## src/rtl/matmul_pkg.sv

```systemverilog
// Shared types and constants for the matrix-multiply issue controller.
// Lane geometry, operand selectors and the issue FSM state encoding.
package matmul_pkg;

    localparam int LANES  = 4;
    localparam int LANE_W = 32;

    localparam logic OP_A = 1'b0;
    localparam logic OP_B = 1'b1;

    typedef enum logic [1:0] {
        IDLE,
        ISSUE,
        WAIT
    } mm_state_t;

endpackage

```

## src/rtl/operand_bank.sv

```systemverilog
// One operand: four 32-bit lanes plus a per-lane written mask.
// Ports: clk/rst, write port (wr_en, wr_idx, wr_data), clr (mask clear),
//        mask (lanes written since last clear), lanes (packed 128-bit view).
module operand_bank
    import matmul_pkg::*;
(
    input  logic                    clk,
    input  logic                    rst,
    input  logic                    wr_en,
    input  logic [1:0]              wr_idx,
    input  logic [LANE_W-1:0]       wr_data,
    input  logic                    clr,
    output logic [LANES-1:0]        mask,
    output logic [LANES*LANE_W-1:0] lanes
);

    logic [LANES-1:0][LANE_W-1:0] mem;

    always_ff @(posedge clk) begin
        if (rst) begin
            mem  <= '0;
            mask <= '0;
        end else begin
            if (clr) begin
                mask <= '0;
            end
            if (wr_en) begin
                mem[wr_idx]  <= wr_data;
                mask[wr_idx] <= 1'b1;
            end
        end
    end

    assign lanes = mem;

endmodule

```

## src/rtl/matmul_issue_ctrl.sv

```systemverilog
// Packs core-written operand lanes, issues a start pulse to the multiplier,
// captures its result and guards the wait with a watchdog.
// Ports: clk/rst; core side wr_en/wr_sel/wr_idx/wr_data, go, err_clr,
//        rd_idx/rd_data, busy, res_valid, err; multiplier side matrix_a,
//        matrix_b, mm_start, mm_done, mm_result.
module matmul_issue_ctrl
    import matmul_pkg::*;
#(
    parameter int unsigned TIMEOUT = 16
) (
    input  logic         clk,
    input  logic         rst,
    input  logic         wr_en,
    input  logic         wr_sel,
    input  logic [1:0]   wr_idx,
    input  logic [31:0]  wr_data,
    input  logic         go,
    input  logic         err_clr,
    input  logic [1:0]   rd_idx,
    output logic [31:0]  rd_data,
    output logic         busy,
    output logic         res_valid,
    output logic         err,
    output logic [255:0] matrix_a,
    output logic [255:0] matrix_b,
    output logic         mm_start,
    input  logic         mm_done,
    input  logic [255:0] mm_result
);

    localparam logic [7:0] WD_LAST = 8'(TIMEOUT - 1);

    mm_state_t state;
    mm_state_t nxt;

    logic [3:0]   mask_a;
    logic [3:0]   mask_b;
    logic [127:0] lanes_a;
    logic [127:0] lanes_b;
    logic [127:0] result;
    logic [7:0]   wd;

    logic idle;
    logic accept;
    logic wr_ok;
    logic capture;
    logic timeout;
    logic err_set;
    logic unused_hi;

    assign idle    = (state == IDLE);
    assign accept  = idle & go & ~wr_en & (&mask_a) & (&mask_b);
    assign wr_ok   = idle & wr_en & ~go;
    assign capture = (state == WAIT) & mm_done;
    assign timeout = (state == WAIT) & ~mm_done & (wd == WD_LAST);

    // Rejected go in IDLE, any write while busy, or a watchdog abort.
    assign err_set = (idle & go & ~accept) | (wr_en & ~idle) | timeout;

    operand_bank u_bank_a (
        .clk     (clk),
        .rst     (rst),
        .wr_en   (wr_ok & (wr_sel == OP_A)),
        .wr_idx  (wr_idx),
        .wr_data (wr_data),
        .clr     (accept),
        .mask    (mask_a),
        .lanes   (lanes_a)
    );

    operand_bank u_bank_b (
        .clk     (clk),
        .rst     (rst),
        .wr_en   (wr_ok & (wr_sel == OP_B)),
        .wr_idx  (wr_idx),
        .wr_data (wr_data),
        .clr     (accept),
        .mask    (mask_b),
        .lanes   (lanes_b)
    );

    always_ff @(posedge clk) begin
        if (rst) begin
            state <= IDLE;
        end else begin
            state <= nxt;
        end
    end

    always_comb begin
        nxt      = state;
        mm_start = 1'b0;
        busy     = 1'b0;
        unique case (state)
            IDLE: begin
                if (accept) begin
                    nxt = ISSUE;
                end
            end
            ISSUE: begin
                mm_start = 1'b1;
                busy     = 1'b1;
                nxt      = WAIT;
            end
            WAIT: begin
                busy = 1'b1;
                if (mm_done || timeout) begin
                    nxt = IDLE;
                end
            end
            default: nxt = IDLE;
        endcase
    end

    always_ff @(posedge clk) begin
        if (rst) begin
            wd        <= '0;
            result    <= '0;
            res_valid <= 1'b0;
            err       <= 1'b0;
        end else begin
            if (state == ISSUE) begin
                wd <= '0;
            end else if (state == WAIT) begin
                wd <= wd + 8'd1;
            end
            if (capture) begin
                result <= mm_result[127:0];
            end
            if (accept) begin
                res_valid <= 1'b0;
            end else if (capture) begin
                res_valid <= 1'b1;
            end
            if (err_set) begin
                err <= 1'b1;
            end else if (err_clr) begin
                err <= 1'b0;
            end
        end
    end

    assign matrix_a  = {128'b0, lanes_a};
    assign matrix_b  = {128'b0, lanes_b};
    assign rd_data   = result[{rd_idx, 5'b0} +: 32];
    assign unused_hi = ^mm_result[255:128];

endmodule

```

## config.mk

```make
export PLATFORM = sky130hd
export DESIGN_NAME = matmul_issue_ctrl
export DESIGN_NICKNAME = d
export VERILOG_FILES = /design/src/rtl/matmul_pkg.sv /design/src/rtl/operand_bank.sv /design/src/rtl/matmul_issue_ctrl.sv
export SDC_FILE = /design/constraint.sdc
export NUM_CORES = 1
export LEC_CHECK = 0
export CAP_MARGIN = 20
export CORE_AREA = 8 8 325 327
export DETAILED_ROUTE_END_ITERATION = 10
export DIE_AREA = 0 0 333 335
export GPL_ROUTABILITY_DRIVEN = 1
export PLACE_DENSITY = 0.37
export SYNTH_ARGS = -nofsm -noshare
export SYNTH_HDL_FRONTEND = slang
export SYNTH_SLANG_ARGS = --single-unit
```

## constraint.sdc

```tcl
create_clock -name clk -period 6.8 [get_ports clk]
set_input_delay 2.04 -clock clk [delete_from_list [all_inputs] [get_ports clk]]
set_output_delay 2.04 -clock clk [all_outputs]
set_load 0.05 [all_outputs]
```

## Word level (Yosys, flattened, before mapping)

Index checks and enable logic that the tools add are counted.
Widths: inputs -> output; s select.

| word-level totals | value |
|---|---|
| flip-flop bits (word level) | 404 |
| input port bits | 299 |
| output and inout port bits | 548 |
| logic and storage cells | 76 |

| cells by class | value |
|---|---|
| add/sub/neg operators | 1 |
| order comparisons | 2 |
| equal/unequal tests | 5 |
| shifts and indexed selects | 1 |
| muxes and demuxes | 19 |
| bitwise gates (word level) | 23 |
| reductions and logical operators | 10 |

Operators by type and width:

| kind | count |
|---|---|
| $bwmux 128 | 2 |
| $shiftx 128x8->32 | 1 |
| $demux 32 s2 | 1 |
| $mux 32 | 1 |
| $mux 4 | 6 |
| $and 1x1->1 | 13 |
| $add 8x1->8 const B | 1 |
| $eq 8x4->1 const B | 1 |
| $or 4x4->4 | 2 |
| $reduce_and 4->1 | 2 |
| $not 1->1 | 6 |
| $pmux 2 s3 | 1 |
| $reduce_or 2->1 | 3 |
| $mux 1 | 5 |
| $mux 2 | 2 |
| $ne 2x1->1 const B | 2 |
| $lt 2x3->1 const B | 1 |
| $demux 1 s2 | 1 |
| $eq 2x1->1 const B | 1 |
| $eq 2x2->1 const B | 1 |
| $ge 2x1->1 const B | 1 |
| $logic_not 2->1 | 1 |
| $or 1x1->1 | 2 |
| $reduce_and 2->1 | 1 |
| 3 further kinds | 3 |

## Depth between registers and ports, before layout

Gate-level depths: netlist of run 1.

| depth | value |
|---|---|
| word-level depth | 10 |
| depth in mapped cells | 9 |
| gate-level depth less buffers | 6 |

## Cells and area by module

Synthesis of run 1 repeated with hierarchy kept, for this count alone.

| unflattened totals | value |
|---|---|
| cell total of the unflattened synthesis | 1857 |
| area, all modules | 18079.8 um^2 |

Modules (own cells, without submodules):

| module | times used | cells each | area an instance (um^2) | sequential area each (um^2) |
|---|---|---|---|---|
| matmul_issue_ctrl | 1 | 926 | 7686.1 | 2802.7 |
| operand_bank at u_bank_b | 1 | 465 | 5197.5 | 2642.5 |
| operand_bank at u_bank_a | 1 | 466 | 5196.2 | 2642.5 |

## Worst setup path before layout of run 1

No wires, ideal clock.

| path | value |
|---|---|
| kind | input port to output port |
| from | input rd_idx[0] |
| to | output rd_data[10] |
| arrival | 3165 ps |
| data required time | 4760 ps |
| path slack | 1595 ps |
| cell stages on the path | 3 |
| buffers on the path | 2 |
| cells stage by stage | buf_2 buf_2 mux4_2 |

| between the ends | value |
|---|---|
| word-level cells in the longest chain between the ends | 1 |

RTL lines:

| item | RTL line | text |
|---|---|---|
| start, declared | matmul_issue_ctrl.sv:19 | `input logic [1:0] rd_idx,` |
| $shiftx 128x8->32 | matmul_issue_ctrl.sv:145 | `assign rd_data = result[{rd_idx, 5'b0} +: 32];` |
| end, declared | matmul_issue_ctrl.sv:20 | `output logic [31:0] rd_data,` |

Every way passes these cells.

## Worst setup path after layout of run 1

| path | value |
|---|---|
| from | input rd_idx[1] |
| to | output rd_data[23] |

Same word-level chain as after synthesis.

==> impl_metrics.yaml, run 1 <==
power:
  p_comb_share_pct: 11.9
  clkPwrFrac_pct: 47.4
  p_sw_mw: 1.74
  leakage_nw: 7.93
  power_density_nw_per_um2: 252
  p_seq_share_pct: 40.7
  p_sw_share_pct: 29.6
  max-vdd-ir-drop_mv: 0.155
  p_int_mw: 4.15
cells_and_area:
  drive_above_1_share_pct: 6.31
  layout.nets: 2777
  final-seq-area_um2: 8090
  design_area_um2: 23400
  synthToLayoutAreaGrowth_pct: 37.7
  multi_input_area_um2: 7080
  fillers: 11105
timing:
  max-slew-margin-rel_pct: 30.5
  worst_pin_slew_ps: 1040
  setup_violations: 0
  slew_violations: 0
  rsz0062_at_grt: "false"
  finalCritPeriodShare_pct: 87.7
  fin_tns_setup_ps: 0
  hold_viol: 0
  fin_crit_ps: 5960
  max_freq_mhz: 168
  fin_skew_ps: 20.6
  fin_ws_ps: 839
routing:
  avgRoutedWirePerCell_um: 19.7
  dr.pass1.iters: 4
  drt_iter0_drc: 643
  ant_nets: 0
  wirelength_um: 75400
  vias_per_cell: 3.73
  via_count: 14291
  drc: 0
setup_path:
  r2r_end: "u_bank_b.lanes[119]"
  crit_fanout: 21
  r2r_slack_ps: 4020
  slowest_stage: "clkdlybuf4s50_1"
  crit_path_end: "rd_data[23]"
  startpoint_type: "input pin"
  crit_type: "in2out"
  worstPathRequired_ps: 4760
  crit_path_start: "rd_idx[1]"
  path_cells: "buf_2 -> buf_4 -> mux4_2 -> clkdlybuf4s50_1"
  arrival_ps: 3920
  r2r-start: "state[0]"
  crit_path_max_incr_delay_ps: 740
  cp-end-kind: "output pin"
  r2r_cells: 6
placed_design:
  gp_congestion: 0.731
  dp_slack_ps: 795
  dpl_cell_area_um2: 21600
  io_buffers: 462
  hpwlAfterDp_um: 52200
synthesis:
  synth_top_area_share_pct: 47.7
  synth_edf_count: 0
  yosys-top-cells-count: "779 x nand2_1, 404 x dfxtp_1, 394 x a21oi_1"
  synth.top_cells.by_area: "dfxtp_1 48%, nand2_1 17%, buf_4 12%, a21oi_1 12%, mux4_2 4.2%"
  ys_seq_elements: 404
  synthDistinctLibCells: 33
  synth_area_per_cell_um2: 8.03
  synth_seq_area_share_pct: 47.7
  async_flop_share_pct: 0
  synthCells: 2112
  yosysWarnings: 0
  yosysMostFrequentCell: "nand2_1"
  synth_top_cell_by_area: "dfxtp_1"
  synthFlopType: "dfxtp_1"
  syn_area_um2: 17000
global_route:
  grt_pass1_vias: 14200
  grt_pass1_wl_um: 105000
  antenna_found_initial: 2
  grt_max_degree: 123
  grt_usage_pct: 12.6
  overflow: 0
worst_hold_path:
  hold_path.class: "reg2reg"
floorplanning:
  die_h_um: 335
  die_area_um2: 112000
  initial_utilization_pct: 16.8
  rows: 117
  die_w_um: 333
  core_um2: 101000
  ios: 847
clock_network:
  cts_buffers: 53
  cts_sinks: 404
  postCtsSetupRepairBufs: 0
  cts_buffer_depth: 3
  htree_num_levels: 2
  clk_pin_slew_ps: 60
  clock_latency_ps: 630
  ctsResizeCount: 0
  cts_tree: "done"
  cts_hold_buf: 0
  clockRootBuffer: "clkbuf_16"
job:
  maxCapViolCount: 0
status:
  status: "complete, no violations"
==> layer usage <==
metal | vias to the layer above | routed length (um) | track usage, %
li1 | 7005 | - | -
met1 | 6684 | 32200 | 15.4
met2 | 510 | 33700 | 19.9
met3 | 88 | 7890 | 6.16
met4 | 4 | 1670 | 3.14
met5 | - | 23 | 0
==> power by group through the flow <==
stage          clock network [mW]  logic, mW  registers [mW]
4_1_cts                      2.91      0.702            2.40
3_5_place_dp                    0      0.700            2.45
3_3_place_gp                    0      0.699            2.45
5_1_grt                      3.01      0.732            2.40
2_1_floorplan                   0      0.533            2.52
6_report                     2.80      0.699            2.40
==> worst max-delay path, delay by kind of cell <==
kind	cells	cell delay, ps
buffers and inverters	3	1550
muxes	1	310
==> worst min path at each step <==
stage	startpoint	to	slack, ps	cells after the start
detailed placement	u_bank_a.lanes[75]	u_bank_a.lanes[75]	450	2
CTS	u_bank_b.lanes[105]	u_bank_b.lanes[105]	450	2
global route	u_bank_a.lanes[40]	u_bank_a.lanes[40]	470	2
global placement	u_bank_b.lanes[55]	u_bank_b.lanes[55]	440	2
floorplan	result[64]	result[64]	430	2
finish	u_bank_b.lanes[62]	u_bank_b.lanes[62]	450	2
==> layout make-up <==
class,instances,area share (%)
Antenna cell,2,0.0214
Sequential cell,404,34.6
Multi-Input combinational cell,1530,30.3
Clock buffer,74,6.40
Inverter,6,0.0964
Clock inverter,26,0.927
Timing Repair Buffer,478,20.6
Tap cell,1309,7.01
==> sequential cells by signal (all words and copies together) (netlist names) <==
register        flops
state               2
u_bank_a.mask       4
result            128
wd                  8
u_bank_b.mask       4
err                 1
u_bank_a.lanes    128
u_bank_b.lanes    128
res_valid           1
==> kinds of logic (layout without fill, tap and decap cells) <==
kind of cell               count (synthesis)  in the layout  share of synthesized area, %
and+or+nand+nor                          830            830                          18.9
buffers and inverters                    433            584                          16.5
DFF                                      404            404                          47.7
AOI/OAI and AO/OA                        399            399                          11.8
muxes                                     35             35                          4.42
adders and majority gates                  5              5                         0.369
xor gates and xnor gates                   5              5                         0.258
other                                      1            258                        0.0221
==> per-stage QoR <==
step | std cells | hold slack, ps | utilization, % | power [mW]
4_1_cts | 3827 | 455 | 23.2 | 6.01
2_1_floorplan | 2367 | 433 | - | 3.05
3_5_place_dp | 3727 | 445 | 21.5 | 3.15
5_1_grt | 3827 | 465 | 23.2 | 6.14
3_3_place_gp | 3725 | 441 | 21.4 | 3.15
6_report | 3829 | 451 | 23.2 | 5.89
==> placed cells by master, fill, tap and decap left out, types with 3 or more instances in the layout <==
master           count
nand2_1            772
clkdlybuf4s50_1    459
dfxtp_1            404
a21oi_1            394
conb_1             256
clkbuf_16           53
mux4_2              32
nor2_1              16
clkinv_2            16
clkbuf_1            12
buf_4               10
clkbuf_8             9
inv_1                6
and2_2               6
nand2_2              6
buf_12               6
nand4_1              5
ha_1                 5
nand2b_1             4
clkinvlp_4           4
or3_1                3
mux2i_1              3
xor2_1               3
No activity file was read; power rests on OpenSTA's default activity.
==> inputs of run 2 (changes only) <==
- CELL_PAD_IN_SITES_DETAIL_PLACEMENT: not set -> 1
- CELL_PAD_IN_SITES_GLOBAL_PLACEMENT: not set -> 1
- CORE_AREA: 8 8 325 327 -> 8 8 320 322
- DIE_AREA: 0 0 333 335 -> 0 0 328 330
- PLACE_DENSITY: 0.37 -> 0.51
==> run 2 against run 1 <==
First-iteration DRC count decreased by 2.3%. Via count increased by 1.6%. Global-route usage increased by 0.33 points. Setup slack improved by 150 ps.
==> impl_metrics.yaml, run 2 (same netlist as run 1, synthesis figures left out) <==
clock_network:
  cts_buffers: 52
  clockRootBuffer: "clkbuf_16"
  postCtsSetupRepairBufs: 0
  cts_hold_buf: 0
  htree_num_levels: 2
  ctsResizeCount: 0
  clk_pin_slew_ps: 60
  clock_latency_ps: 620
  cts_tree: "done"
  cts_sinks: 404
  cts_buffer_depth: 3
floorplanning:
  core_um2: 97400
  rows: 115
  ios: 847
  die_area_um2: 108000
  die_h_um: 330
  initial_utilization_pct: 17.4
  die_w_um: 328
setup_path:
  crit_type: "in2out"
  slowest_stage: "clkdlybuf4s50_1"
  r2r_slack_ps: 4050
  r2r_cells: 6
  path_cells: "buf_2 -> buf_12 -> mux4_2 -> clkdlybuf4s50_1"
  crit_path_start: "rd_idx[1]"
  crit_fanout: 21
  r2r-start: "state[1]"
  arrival_ps: 3770
  worstPathRequired_ps: 4760
  startpoint_type: "input pin"
  cp-end-kind: "output pin"
  crit_path_max_incr_delay_ps: 750
timing:
  rsz0062_at_grt: "false"
  hold_viol: 0
  max-slew-margin-rel_pct: 27.7
  fin_skew_ps: 21.1
  max_freq_mhz: 172
  slew_violations: 0
  fin_hold_ws_ps: 451
  finalCritPeriodShare_pct: 85.5
  setup_violations: 0
  fin_tns_setup_ps: 0
  worst_pin_slew_ps: 1080
  fin_crit_ps: 5810
cells_and_area:
  drive_above_1_share_pct: 6.01
  final_cell_mix: "772 x nand2_1, 459 x clkdlybuf4s50_1, 404 x dfxtp_1"
  synthToLayoutAreaGrowth_pct: 37.1
  final_common_cell: "nand2_1"
  layout.nets: 2775
  final-seq-area_um2: 8090
  fillers: 11602
  fin_cells: 3801
  multi_input_area_um2: 7080
  num_antenna_cells: 0
  post-route-util_pct: 23.9
routing:
  avgRoutedWirePerCell_um: 19.6
  wirelength_um: 74500
  dr.pass1.iters: 4
  drc: 0
  ant_nets: 0
  via_count: 14526
  drt_iter0_drc: 628
  vias_per_cell: 3.82
placed_design:
  io_buffers: 462
  dp.cells: 3703
  hpwlAfterDp_um: 51700
  gp_congestion: 0.726
power:
  p_sw_share_pct: 29.0
  leakage_nw: 7.89
  max-vdd-ir-drop_mv: 0.170
  p_comb_share_pct: 12.0
  power_density_nw_per_um2: 250
  p_sw_mw: 1.68
  clkPwrFrac_pct: 46.7
  p_total_mw: 5.81
  p_int_mw: 4.12
  p_seq_share_pct: 41.3
status:
  status: "complete, no violations"
global_route:
  overflow: 0
  grt_pass1_vias: 15013
  antenna_found_initial: 3
  grt_usage_pct: 13.0
  grt_max_degree: 141
  grt_pass1_wl_um: 105000
worst_hold_path:
  min_from: "result[121]"
  whs_path_depth: 2
  hold_path.class: "reg2reg"
job:
  maxCapViolCount: 0
-- run 2: changes by cell type in the layout (fill, tap and decap cells not counted) --
cell / before / now
clkinv_2: 16 / 11
diode_2: 2 / 0
clkbuf_1: 12 / 16
buf_12: 6 / 5
bufinv_16: 2 / 1
inv_16: 1 / 0
clkbuf_8: 9 / 11
clkinvlp_4: 4 / 2
-- run 2: layout make-up --
type / instances / share of cell area (%)
multi-input combinational: 1530 / 30.4
timing repair buffer: 477 / 20.6
sequential: 404 / 34.8
clock inverter: 17 / 0.543
tap: 1287 / 6.92
inverter: 6 / 0.0968
clock buffer: 80 / 6.61
-- run 2: critical path, delay by kind of cell --
kind / cells / cell delay [ps]
buf+inv: 3 / 1350
mux: 1 / 340
-- run 2: metrics by stage --
step / worst slack (ps) / cell area (um2)
detailed placement: 948 / 21600
global route: 926 / 23300
finish: 986 / 23300
floorplan: 1600 / 17900
CTS: 941 / 23200
global placement: 967 / 21600
-- run 2: power by group through the flow --
| stage | registers, mW | clock network [mW] | logic [mW] |
|---|---|---|---|
| finish | 2.40 | 2.71 | 0.696 |
| global placement | 2.45 | 0 | 0.697 |
| global route | 2.40 | 2.93 | 0.730 |
| floorplan | 2.52 | 0 | 0.533 |
| CTS | 2.40 | 2.84 | 0.700 |
| detailed placement | 2.45 | 0 | 0.698 |
-- run 2: path summary, 6_finish.rpt --
check                                           to
worst max-delay path                    rd_data[8]
worst min-delay path                   result[121]
worst max register to register  u_bank_b.lanes[85]
worst min register to register         result[121]
-- run 2: metal layers --
layer  GRT usage [%]  up-vias  wire length, um
li1                -     6990                -
met1            15.1     6971            30800
met2            21.3      477            34300
met3            6.08       84             7770
met4            3.49        4             1620
met5               0        -               29
